### config.mk
export PLATFORM = sky130hd
export DESIGN_NAME = rs_multi_cdb
export DESIGN_NICKNAME = d
export VERILOG_FILES = /design/src/rtl/rs_multi_cdb_pkg.sv /design/src/rtl/rs_multi_cdb_age_select.sv /design/src/rtl/rs_multi_cdb.sv
export SDC_FILE = /design/constraint.sdc
export NUM_CORES = 2
export LEC_CHECK = 0
export BUFFER_PORTS_ARGS = -buffer_cell sky130_fd_sc_hd__buf_2
export CAP_MARGIN = 40
export CORE_MARGIN = 10
export CORE_UTILIZATION = 40
export CTS_CLUSTER_SIZE = 20
export DETAILED_ROUTE_END_ITERATION = 10
export PLACE_DENSITY_LB_ADDON = 0.3
export SLEW_MARGIN = 10
export SYNTH_ARGS = -nofsm -noshare
export SYNTH_HDL_FRONTEND = slang
export SYNTH_HIERARCHICAL = 1
export SYNTH_SLANG_ARGS = --single-unit
### constraint.sdc
create_clock -name clk -period 8.8 [get_ports clk]
set_input_delay 1.76 -clock clk [delete_from_list [all_inputs] [get_ports clk]]
set_output_delay 1.76 -clock clk [all_outputs]
set_load 0.05 [all_outputs]
### src/rtl/rs_multi_cdb_pkg.sv
// Shared widths, default sizes and opcode class encodings for the ALU
// reservation station and its age-select helper.
package rs_multi_cdb_pkg;

  localparam int RS_SIZE_DEF = 8;
  localparam int ROB_W_DEF   = 4;
  localparam int NUM_CDB_DEF = 2;
  localparam int XLEN        = 32;

  typedef logic [2:0] funct3_t;
  typedef logic [6:0] opclass_t;

  localparam opclass_t OPC_OP     = 7'b0110011;
  localparam opclass_t OPC_OP_IMM = 7'b0010011;
  localparam opclass_t OPC_LUI    = 7'b0110111;
  localparam opclass_t OPC_AUIPC  = 7'b0010111;
  localparam opclass_t OPC_BRANCH = 7'b1100011;
  localparam opclass_t OPC_JAL    = 7'b1101111;
  localparam opclass_t OPC_JALR   = 7'b1100111;

endpackage

### src/rtl/rs_multi_cdb_age_select.sv
// Age matrix plus oldest-ready picker; older[i][j]=1 means entry i was
// allocated before entry j. Usable by any station with an N-entry pool.
module rs_age_select
  import rs_multi_cdb_pkg::*;
#(
  parameter int N     = 8,
  parameter int IDX_W = $clog2(N)
) (
  input  logic             clk,
  input  logic             rst_n,
  input  logic             en,
  input  logic             clear,
  input  logic             alloc,
  input  logic [IDX_W-1:0] alloc_idx,
  input  logic [N-1:0]     busy,
  input  logic [N-1:0]     ready,
  output logic             sel_valid,
  output logic [N-1:0]     sel_onehot,
  output logic [IDX_W-1:0] sel_idx
);

  logic [N-1:0] older [N];
  logic [N-1:0] blocked;

  // Row of the new entry cleared, its column copied from the current busy set
  always_ff @(posedge clk) begin
    if (!rst_n) begin
      for (int i = 0; i < N; i++) older[i] <= '0;
    end else if (en) begin
      if (clear) begin
        for (int i = 0; i < N; i++) older[i] <= '0;
      end else if (alloc) begin
        for (int i = 0; i < N; i++) begin
          older[alloc_idx][i] <= 1'b0;
          older[i][alloc_idx] <= busy[i];
        end
      end
    end
  end

  always_comb begin
    blocked    = '0;
    sel_onehot = '0;
    sel_idx    = '0;
    for (int i = 0; i < N; i++) begin
      for (int j = 0; j < N; j++) begin
        if (ready[j] && older[j][i]) blocked[i] = 1'b1;
      end
      sel_onehot[i] = ready[i] & ~blocked[i];
    end
    for (int i = 0; i < N; i++) begin
      if (sel_onehot[i]) sel_idx = IDX_W'(i);
    end
    sel_valid = |sel_onehot;
  end

endmodule

### src/rtl/rs_multi_cdb.sv
// ALU reservation station: multi-CDB operand wakeup, issue bypass,
// oldest-first select into a registered valid/ready output stage.
module rs_multi_cdb
  import rs_multi_cdb_pkg::*;
#(
  parameter int RS_SIZE = RS_SIZE_DEF,
  parameter int ROB_W   = ROB_W_DEF,
  parameter int NUM_CDB = NUM_CDB_DEF
) (
  input  logic                      clk,
  input  logic                      rst_n,
  input  logic                      rdy,
  input  logic                      rob_clear,
  input  logic                      issue_valid,
  input  logic [2:0]                issue_op,
  input  logic [6:0]                issue_type,
  input  logic                      issue_op_other,
  input  logic [31:0]               issue_v1,
  input  logic [31:0]               issue_v2,
  input  logic                      issue_dep1,
  input  logic                      issue_dep2,
  input  logic [ROB_W-1:0]          issue_tag1,
  input  logic [ROB_W-1:0]          issue_tag2,
  input  logic [ROB_W-1:0]          issue_rob_id,
  output logic                      rs_full,
  output logic [$clog2(RS_SIZE):0]  rs_count,
  input  logic [NUM_CDB-1:0]        cdb_valid,
  input  logic [NUM_CDB*ROB_W-1:0]  cdb_rob_id,
  input  logic [NUM_CDB*32-1:0]     cdb_value,
  input  logic                      alu_ready,
  output logic                      alu_valid,
  output logic [2:0]                alu_op,
  output logic [6:0]                alu_type,
  output logic                      alu_op_other,
  output logic [31:0]               alu_v1,
  output logic [31:0]               alu_v2,
  output logic [ROB_W-1:0]          alu_rob_id
);

  localparam int IDX_W = $clog2(RS_SIZE);
  localparam int CNT_W = IDX_W + 1;
  localparam logic [CNT_W-1:0] FULL_CNT = CNT_W'(RS_SIZE);

  logic [RS_SIZE-1:0] busy, dep1, dep2, oth, ready;
  logic [ROB_W-1:0]   tag1 [RS_SIZE];
  logic [ROB_W-1:0]   tag2 [RS_SIZE];
  logic [ROB_W-1:0]   rob  [RS_SIZE];
  logic [31:0]        val1 [RS_SIZE];
  logic [31:0]        val2 [RS_SIZE];
  funct3_t            op   [RS_SIZE];
  opclass_t           typ  [RS_SIZE];

  logic [NUM_CDB-1:0][RS_SIZE-1:0] hit1, hit2;
  logic [NUM_CDB-1:0] byp_hit1, byp_hit2;
  logic [RS_SIZE-1:0] wake1, wake2;
  logic [31:0]        wval1 [RS_SIZE];
  logic [31:0]        wval2 [RS_SIZE];
  logic               byp1, byp2;
  logic [31:0]        bval1, bval2;

  logic [IDX_W-1:0]   free_idx, sel_idx;
  logic [RS_SIZE-1:0] sel_onehot;
  logic               sel_valid, alloc, load;

  // Only busy entries still waiting on an operand may capture a broadcast
  for (genvar c = 0; c < NUM_CDB; c++) begin : g_cdb
    assign byp_hit1[c] = cdb_valid[c] && (cdb_rob_id[c*ROB_W +: ROB_W] == issue_tag1);
    assign byp_hit2[c] = cdb_valid[c] && (cdb_rob_id[c*ROB_W +: ROB_W] == issue_tag2);
    for (genvar i = 0; i < RS_SIZE; i++) begin : g_ent
      assign hit1[c][i] = cdb_valid[c] && busy[i] && dep1[i] &&
                          (tag1[i] == cdb_rob_id[c*ROB_W +: ROB_W]);
      assign hit2[c][i] = cdb_valid[c] && busy[i] && dep2[i] &&
                          (tag2[i] == cdb_rob_id[c*ROB_W +: ROB_W]);
    end
  end

  always_comb begin
    byp1  = 1'b0;
    byp2  = 1'b0;
    bval1 = '0;
    bval2 = '0;
    for (int i = 0; i < RS_SIZE; i++) begin
      wake1[i] = 1'b0;
      wake2[i] = 1'b0;
      wval1[i] = '0;
      wval2[i] = '0;
    end
    for (int c = NUM_CDB - 1; c >= 0; c--) begin
      if (byp_hit1[c]) begin byp1 = 1'b1; bval1 = cdb_value[c*32 +: 32]; end
      if (byp_hit2[c]) begin byp2 = 1'b1; bval2 = cdb_value[c*32 +: 32]; end
      for (int i = 0; i < RS_SIZE; i++) begin
        if (hit1[c][i]) begin wake1[i] = 1'b1; wval1[i] = cdb_value[c*32 +: 32]; end
        if (hit2[c][i]) begin wake2[i] = 1'b1; wval2[i] = cdb_value[c*32 +: 32]; end
      end
    end
  end

  always_comb begin
    free_idx = '0;
    for (int i = RS_SIZE - 1; i >= 0; i--) begin
      if (!busy[i]) free_idx = IDX_W'(i);
    end
  end

  assign rs_full = (rs_count == FULL_CNT);
  assign alloc   = issue_valid && !rs_full;
  assign ready   = busy & ~dep1 & ~dep2;
  assign load    = (!alu_valid || alu_ready) && sel_valid;

  rs_age_select #(.N(RS_SIZE), .IDX_W(IDX_W)) u_age (
    .clk        (clk),
    .rst_n      (rst_n),
    .en         (rdy),
    .clear      (rob_clear),
    .alloc      (alloc),
    .alloc_idx  (free_idx),
    .busy       (busy),
    .ready      (ready),
    .sel_valid  (sel_valid),
    .sel_onehot (sel_onehot),
    .sel_idx    (sel_idx)
  );

  always_ff @(posedge clk) begin
    if (!rst_n || (rdy && rob_clear)) begin
      busy         <= '0;
      dep1         <= '0;
      dep2         <= '0;
      rs_count     <= '0;
      alu_valid    <= 1'b0;
      alu_op       <= '0;
      alu_type     <= '0;
      alu_op_other <= 1'b0;
      alu_v1       <= '0;
      alu_v2       <= '0;
      alu_rob_id   <= '0;
    end else if (rdy) begin
      dep1 <= dep1 & ~wake1;
      dep2 <= dep2 & ~wake2;
      busy <= busy & ~(load ? sel_onehot : '0);
      if (alloc) begin
        busy[free_idx] <= 1'b1;
        dep1[free_idx] <= issue_dep1 && !byp1;
        dep2[free_idx] <= issue_dep2 && !byp2;
      end
      rs_count <= rs_count + CNT_W'(alloc) - CNT_W'(load);
      if (load) begin
        alu_valid    <= 1'b1;
        alu_op       <= op[sel_idx];
        alu_type     <= typ[sel_idx];
        alu_op_other <= oth[sel_idx];
        alu_v1       <= val1[sel_idx];
        alu_v2       <= val2[sel_idx];
        alu_rob_id   <= rob[sel_idx];
      end else if (alu_ready) begin
        alu_valid <= 1'b0;
      end
    end
  end

  // Payload storage needs no reset: busy/dep gate every use of it
  always_ff @(posedge clk) begin
    if (rst_n && rdy && !rob_clear) begin
      for (int i = 0; i < RS_SIZE; i++) begin
        if (wake1[i]) val1[i] <= wval1[i];
        if (wake2[i]) val2[i] <= wval2[i];
      end
      if (alloc) begin
        op[free_idx]   <= issue_op;
        typ[free_idx]  <= issue_type;
        oth[free_idx]  <= issue_op_other;
        rob[free_idx]  <= issue_rob_id;
        tag1[free_idx] <= issue_tag1;
        tag2[free_idx] <= issue_tag2;
        val1[free_idx] <= (issue_dep1 && byp1) ? bval1 : issue_v1;
        val2[free_idx] <= (issue_dep2 && byp2) ? bval2 : issue_v2;
      end
    end
  end

endmodule

# Word level (Yosys, flattened, before mapping)
# Memory sizes are Yosys's and may differ from the RTL's. A register that Yosys moved wholly into a read port is not among the register bits.
# Cells that the tools add are included.
[word_totals] elab_cells=938 output_inout_bits=85 register_bits=38 n_memories=8 ram_bits=752
[classes] reduce_logical=171 n_bitwise=347 n_eq_ne=45 magnitude_cmp=3 addsub=2 mux=355
[memory_table] name="val1" depth=8 width=32 rd=1 rd_clocked_by_memory_dff=1 write_ports=9 line_no="rs_multi_cdb.sv:48" rtl="logic [31:0] val1 [RS_SIZE];"
[memory_table] name="val2" depth=8 width=32 rd=1 rd_clocked_by_memory_dff=1 write_ports=9 line_no="rs_multi_cdb.sv:49" rtl="logic [31:0] val2 [RS_SIZE];"
[memory_table] name="u_age.older" depth=8 width=8 rd=8 rd_clocked_by_memory_dff=0 write_ports=9 line_no="rs_multi_cdb_age_select.sv:22" rtl="logic [N-1:0] older [N];"
[memory_table] name="typ" depth=8 width=7 rd=1 rd_clocked_by_memory_dff=1 write_ports=1 line_no="rs_multi_cdb.sv:51" rtl="opclass_t typ [RS_SIZE];"
[memory_table] name="rob" depth=8 width=4 rd=1 rd_clocked_by_memory_dff=1 write_ports=1 line_no="rs_multi_cdb.sv:47" rtl="logic [ROB_W-1:0] rob [RS_SIZE];"
[memory_table] name="tag1" depth=8 width=4 rd=8 rd_clocked_by_memory_dff=0 write_ports=1 line_no="rs_multi_cdb.sv:45" rtl="logic [ROB_W-1:0] tag1 [RS_SIZE];"
[memory_table] name="+2 memories"
[ops] op="32-bit two-way mux" count=38
[ops] op="1-bit two-way mux" count=285
[ops] op="1-bit logical AND" count=158
[ops] op="4-bit == test" count=36
[ops] op="1-bit bitwise OR" count=128
[ops] op="8-bit two-way mux" count=13
[ops] op="1-bit bitwise AND" count=80
[ops] op="1-bit NOT" count=72
[ops] op="1-bit bitwise AND (first input constant)" count=56
[ops] op="8-bit bitwise AND" count=5
[ops] op="8-bit NOT" count=5
[ops] op="3-bit two-way mux" count=12
[ops] op="8-bit bitwise mux" count=3
[ops] op="3-bit == test (second input constant)" count=8
[ops] op="3-bit by 4-bit < comparator with 1-bit output (second input constant)" count=2
[ops] op="8-bit bitwise OR" count=1
[ops] op="8-bit OR reduction" count=1
[ops] op="1-bit logical NOT" count=6
[ops] op="2-bit AND reduction" count=3
[ops] op="4-bit by 1-bit adder with 4-bit output" count=1
[ops] op="4-bit == test (second input constant)" count=1
[ops] op="2-bit two-way mux" count=2
[ops] op="4-bit by 1-bit subtractor with 4-bit output" count=1
[ops] op="1-bit binary-select mux with 3-bit select" count=1
[ops] op="other kinds (4)" count=5

# Longest topological paths before layout
[depth] ltp_word=23 mapped_depth=18 mapped_depth_nobuf=16

# Cells and area by module
# Netlist, hierarchy kept.
[modules_own_cells] module="rs_multi_cdb" cells_each=3400 area_each_um2=41608.7 n_inst=1
[modules_own_cells] module="rs_age_select" cells_each=387 area_each_um2=2922.8 n_inst=1

# Worst setup path after synthesis
# OpenSTA, ideal clock, no wires.
[synth_path] kind="in2reg" startpoint="input port cdb_rob_id[6]" endpoint="memory val2[2][0], enable pin" required_time_ns=8.379 path_buffers=2 setup_ns=0.421 slack_ns=3.904 arrival_ns=4.475 path_stages=6 cell_sequence="clkbuf_1 buf_2 xor2_1 nor4_1 nor3_1 nor2_1"
[synth_lines] item="start, declared" line_no="rs_multi_cdb.sv:28" rtl="input logic [NUM_CDB*ROB_W-1:0] cdb_rob_id,"
[synth_lines] item="end, declared" line_no="rs_multi_cdb.sv:49"

# Worst setup path after layout
[layout_path] startpoint="register busy[7]" endpoint="register alu_v1[5] (read register of val1)"
[layout_via] elab_cells_between_ends=44 cone_classes="mux: 15; bitwise: 18; reduce/logical: 11"
[layout_lines] item="start, declared" line_no="rs_multi_cdb.sv:44" rtl="logic [RS_SIZE-1:0] busy, dep1, dep2, oth, ready;"
[layout_lines] item="start signal, assigned" line_no="rs_multi_cdb.sv:140" rtl="busy <= busy & ~(load ? sel_onehot : '0);"
[layout_lines] item="8-bit bitwise AND (2 in series)" line_no="rs_multi_cdb.sv:107" rtl="assign ready = busy & ~dep1 & ~dep2;"
[layout_lines] item="via ready[7]" line_no="rs_multi_cdb.sv:44"
[layout_lines] item="1-bit logical AND" line_no="rs_multi_cdb_age_select.sv:47" rtl="if (ready[j] && older[j][i]) blocked[i] = 1'b1;"
[layout_lines] item="1-bit two-way mux" line_no="rs_multi_cdb_age_select.sv:47"
[layout_lines] item="1-bit NOT" line_no="rs_multi_cdb_age_select.sv:49" rtl="sel_onehot[i] = ready[i] & ~blocked[i];"
[layout_lines] item="1-bit bitwise AND" line_no="rs_multi_cdb_age_select.sv:49"
[layout_lines] item="via sel_onehot[2]" line_no="rs_multi_cdb.sv:62" rtl="logic [RS_SIZE-1:0] sel_onehot;"
[layout_lines] item="2-bit two-way mux (2 in series)" line_no="rs_multi_cdb_age_select.sv:52" rtl="if (sel_onehot[i]) sel_idx = IDX_W'(i);"
[layout_lines] item="3-bit two-way mux (4 in series)" line_no="rs_multi_cdb_age_select.sv:52"
[layout_lines] item="via sel_idx[0]" line_no="rs_multi_cdb.sv:61" rtl="logic [IDX_W-1:0] free_idx, sel_idx;"
[layout_lines] item="end, declared" line_no="rs_multi_cdb.sv:35" rtl="output logic [31:0] alu_v1,"
# The timed path passes the listed nets, and every way through them passes these cells.
# A chain may end at the register's enable or synchronous reset.

==> impl_metrics.toml <==
[sta]
fin_ws_ps = 3910
fin_crit_ps = 4890
rsz0062_at_grt = "no"
max_slew_margin_pct = 35.6
finalSetupTns_ps = 0
fmax_ghz = 0.204
finalCritPeriodShare_pct = 55.6
setup_viol = 0
worst_slew_pin_slew_ps = 965
finalHoldViolCount = 0
fin_worst_skew_ps = 39.0
drv_slew = 0

[place]
place_ws_ps = 3620
hpwl_um = 107000
io_buffers = 253
gp_congestion = 0.878

[floorplanning]
boundaryPins = 254
die-area_sq_um = 125000
die_w_um = 354
coreArea_sq_um = 111000
initial_core_util_pct = 40.2
row_count = 122
dieHeight_um = 354

[routing]
via_count = 36300
drc = 0
antenna_left = 0
wl_um = 178000
routed_via_density = 6.74
wl_per_cell_um = 33.1
drt_iter0_drc = 5619
drtPass1Iterations = 7

[logic_synthesis]
synth_enable_flop_cells = 696
ys_ff_latch = 868
ys_seq_area_share_pct = 54.7
syn-cell-area_sq_um = 44500
syn_area_per_cell_sq_um = 11.8
postSynthCellCount = 3787
yosysWarnings = 6
synth_fp_nets = 3962
synth-main-ff-cell = "edfxtp_1"
synthArstFlopShare_pct = 0
ys_types = 70

[critical_path]
slowest_delay_ps = 740
critical_path_required_ps = 9320
cp_max_fo = 90
reg2regPathDepth = 11
worst_path_max_delay_cell = "dfxtp_1"
startpoint_type = "flop"
path_cells = "nor3b_2 > a22oi_1 > nand2_1 > nor2_1 > o22a_1 > o311ai_2 > buf_12 > buf_4 > mux4_2 > mux2i_1 > a211oi_1"
end_kind = "flop"
critPathArrivalTime_ps = 5410
critical_path_class = "flop to flop"

[global_routing]
antenna_found_initial = 35
grt_pass1_wl_um = 253000
grt.total_usage_pct = 27.2
grt_max_degree = 91
grt_pass1_vias = 35000
grt_overflow = 0

[cells_and_area]
layout.nets = 3992
syn2layout_area_growth_pct = 13.5
nFillCells = 10100
drive_above_1_share_pct = 20.6

[power_and_ir_drop]
p_leak_nw = 15.2
vdd_ir_drop_max_v = 0.000134
finalPower_mw = 9.13
powerDensity_nw_per_um2 = 181

[run]
cap_viol_max_count = 0

[clock_network]
clk_pin_slew_worst_paths_ps = 60
cts_max_path_buffers = 3
hold_buffers = 0
post-cts-setup-buffers = 0
cts_root_buf = "clkbuf_16"
cts_tree = "yes"
numClockSinks = 868
h-tree-depth = 3
clock_latency_ps = 700
cts_resized = 0
cts_buffers = 94

[hold_path]
hold_class = "flop to flop"
whs_path_depth = 2

[run_status]
outcome = "finished clean"
==> stage by stage <==
stage	cell area, sq um	util, %	hold slack, ps	instances
floorplan	44500	-	429	3787
global placement	47100	42.6	437	5189
detailed placement	47400	42.9	443	5208
CTS	50500	45.7	452	5382
global route	50600	45.7	474	5384
finish	50600	45.7	453	5385
==> critical path, delay by kind of cell (launching register included) <==
| kind | cells | cell delay, ps |
|---|---|---|
| AO/OA/AOI/OAI | 4 | 870 |
| buffers and inverters | 2 | 1230 |
| flip-flops | 1 | 740 |
| multiplexers | 2 | 990 |
| AND/OR/NAND/NOR | 3 | 820 |
==> report_power, final <==
part           leakage, nW  switching [mW]  internal (mW)
clock network         1.52            1.74           2.32
logic                 6.31           0.476          0.168
registers             7.42          0.0145           4.41
==> cell usage in the layout (no fill, tap or decap), types with 9 or more instances in the layout <==
cell / netlist / layout
o221ai_4: 28 / 28
clkbuf_16: 0 / 94
inv_1: 53 / 52
a31oi_1: 32 / 32
a21oi_1: 161 / 161
nand2_1: 113 / 111
o221ai_1: 32 / 32
nand2b_1: 24 / 22
o211ai_1: 12 / 12
o22ai_1: 79 / 79
buf_4: 4 / 107
clkbuf_8: 0 / 14
nor3_1: 26 / 23
nand4_1: 32 / 32
dfxtp_1: 172 / 172
xnor2_1: 53 / 53
nor4_2: 5 / 10
buf_2: 51 / 258
mux4_2: 158 / 158
nor2_1: 265 / 249
nand3_1: 113 / 112
xor2_1: 93 / 93
a22oi_1: 449 / 449
nor2_4: 1 / 17
nor2b_2: 0 / 10
o21ai_0: 414 / 414
edfxtp_1: 696 / 696
clkinv_1: 1 / 14
mux2i_1: 82 / 82
clkinv_2: 0 / 13
a32o_1: 16 / 16
clkbuf_1: 335 / 20
a211oi_1: 81 / 81
nor4_1: 18 / 9
o41ai_1: 10 / 10
==> routing by layer <==
| layer | GRT usage (%) | part of all wire (%) |
|---|---|---|
| met4 | 12.9 | 5.3 |
| met1 | 34.8 | 36 |
| met5 | 0 | 0.12 |
| met3 | 8.75 | 14 |
| met2 | 41.5 | 45 |
==> synth_stat cells, types with 12 or more instances <==
library cell    n  share of area [%]
a211oi_1       81                1.4
o21ai_0       414                4.7
or3_1          14               0.20
a21oi_1       161                1.8
nor2b_1        13               0.18
o221ai_4       28                1.7
nand2_1       113               0.95
mux4_2        158                8.0
o22ai_1        79                1.1
a31oi_1        32               0.45
xor2_1         93                1.8
nor4_1         18               0.25
o211ai_1       12               0.20
a22oi_1       449                7.6
nand4_1        32               0.45
edfxtp_1      696                 47
mux2i_1        82                1.8
xnor2_1        53                1.0
clkbuf_1      335                2.8
o221ai_1       32               0.63
nand2b_1       24               0.34
inv_1          53               0.45
nor3_1         26               0.29
buf_1          52               0.44
nand3_1       113                1.3
buf_2          51               0.57
nor2_1        265                2.2
dfxtp_1       172                7.7
a32o_1         16               0.36
==> final timing paths <==
| kind | slack [ps] | startpoint | endpoint |
|---|---|---|---|
| worst max-delay path | 3910 | busy[7] | alu_v1[5] |
| worst max register to register | 3910 | busy[7] | alu_v1[5] |
| worst min-delay path | 450 | u_age/older[5][5] | u_age/older[5][5] |
| worst min register to register | 450 | u_age/older[5][5] | u_age/older[5][5] |
==> state kept, by name (all words and copies together), names as in the netlist, 24 cells and up <==
register and count:
alu_v1 32, u_age/older 64, val2 256, tag1 32, typ 56, val1 256, rob 32, op 24
alu_v2 32, tag2 32
==> kinds of logic after synthesis <==
kind of cell	count (synthesis)	share of synthesized area [%]
buffers and inverters	502	4.50
XOR/XNOR	146	2.87
flip-flops	868	54.7
AO/OA/AOI/OAI	1353	20.7
AND/OR/NAND/NOR	672	7.25
adder cells (fa/ha/maj)	6	0.185
multiplexers	240	9.83
==> cell type report <==
type                            instances  area, sq um  area share (%)
Timing Repair Buffer                  382         2430            4.81
Clock inverter                         46          492           0.972
Antenna cell                            2         5.00         0.00990
Inverter                               54          203           0.401
Multi-Input combinational cell       2417        18600            36.8
Tap cell                             1488         1860            3.68
Sequential cell                       868        24300            48.1
Clock buffer                          128         2620            5.18
No activity file was read; power rests on OpenSTA's default activity.
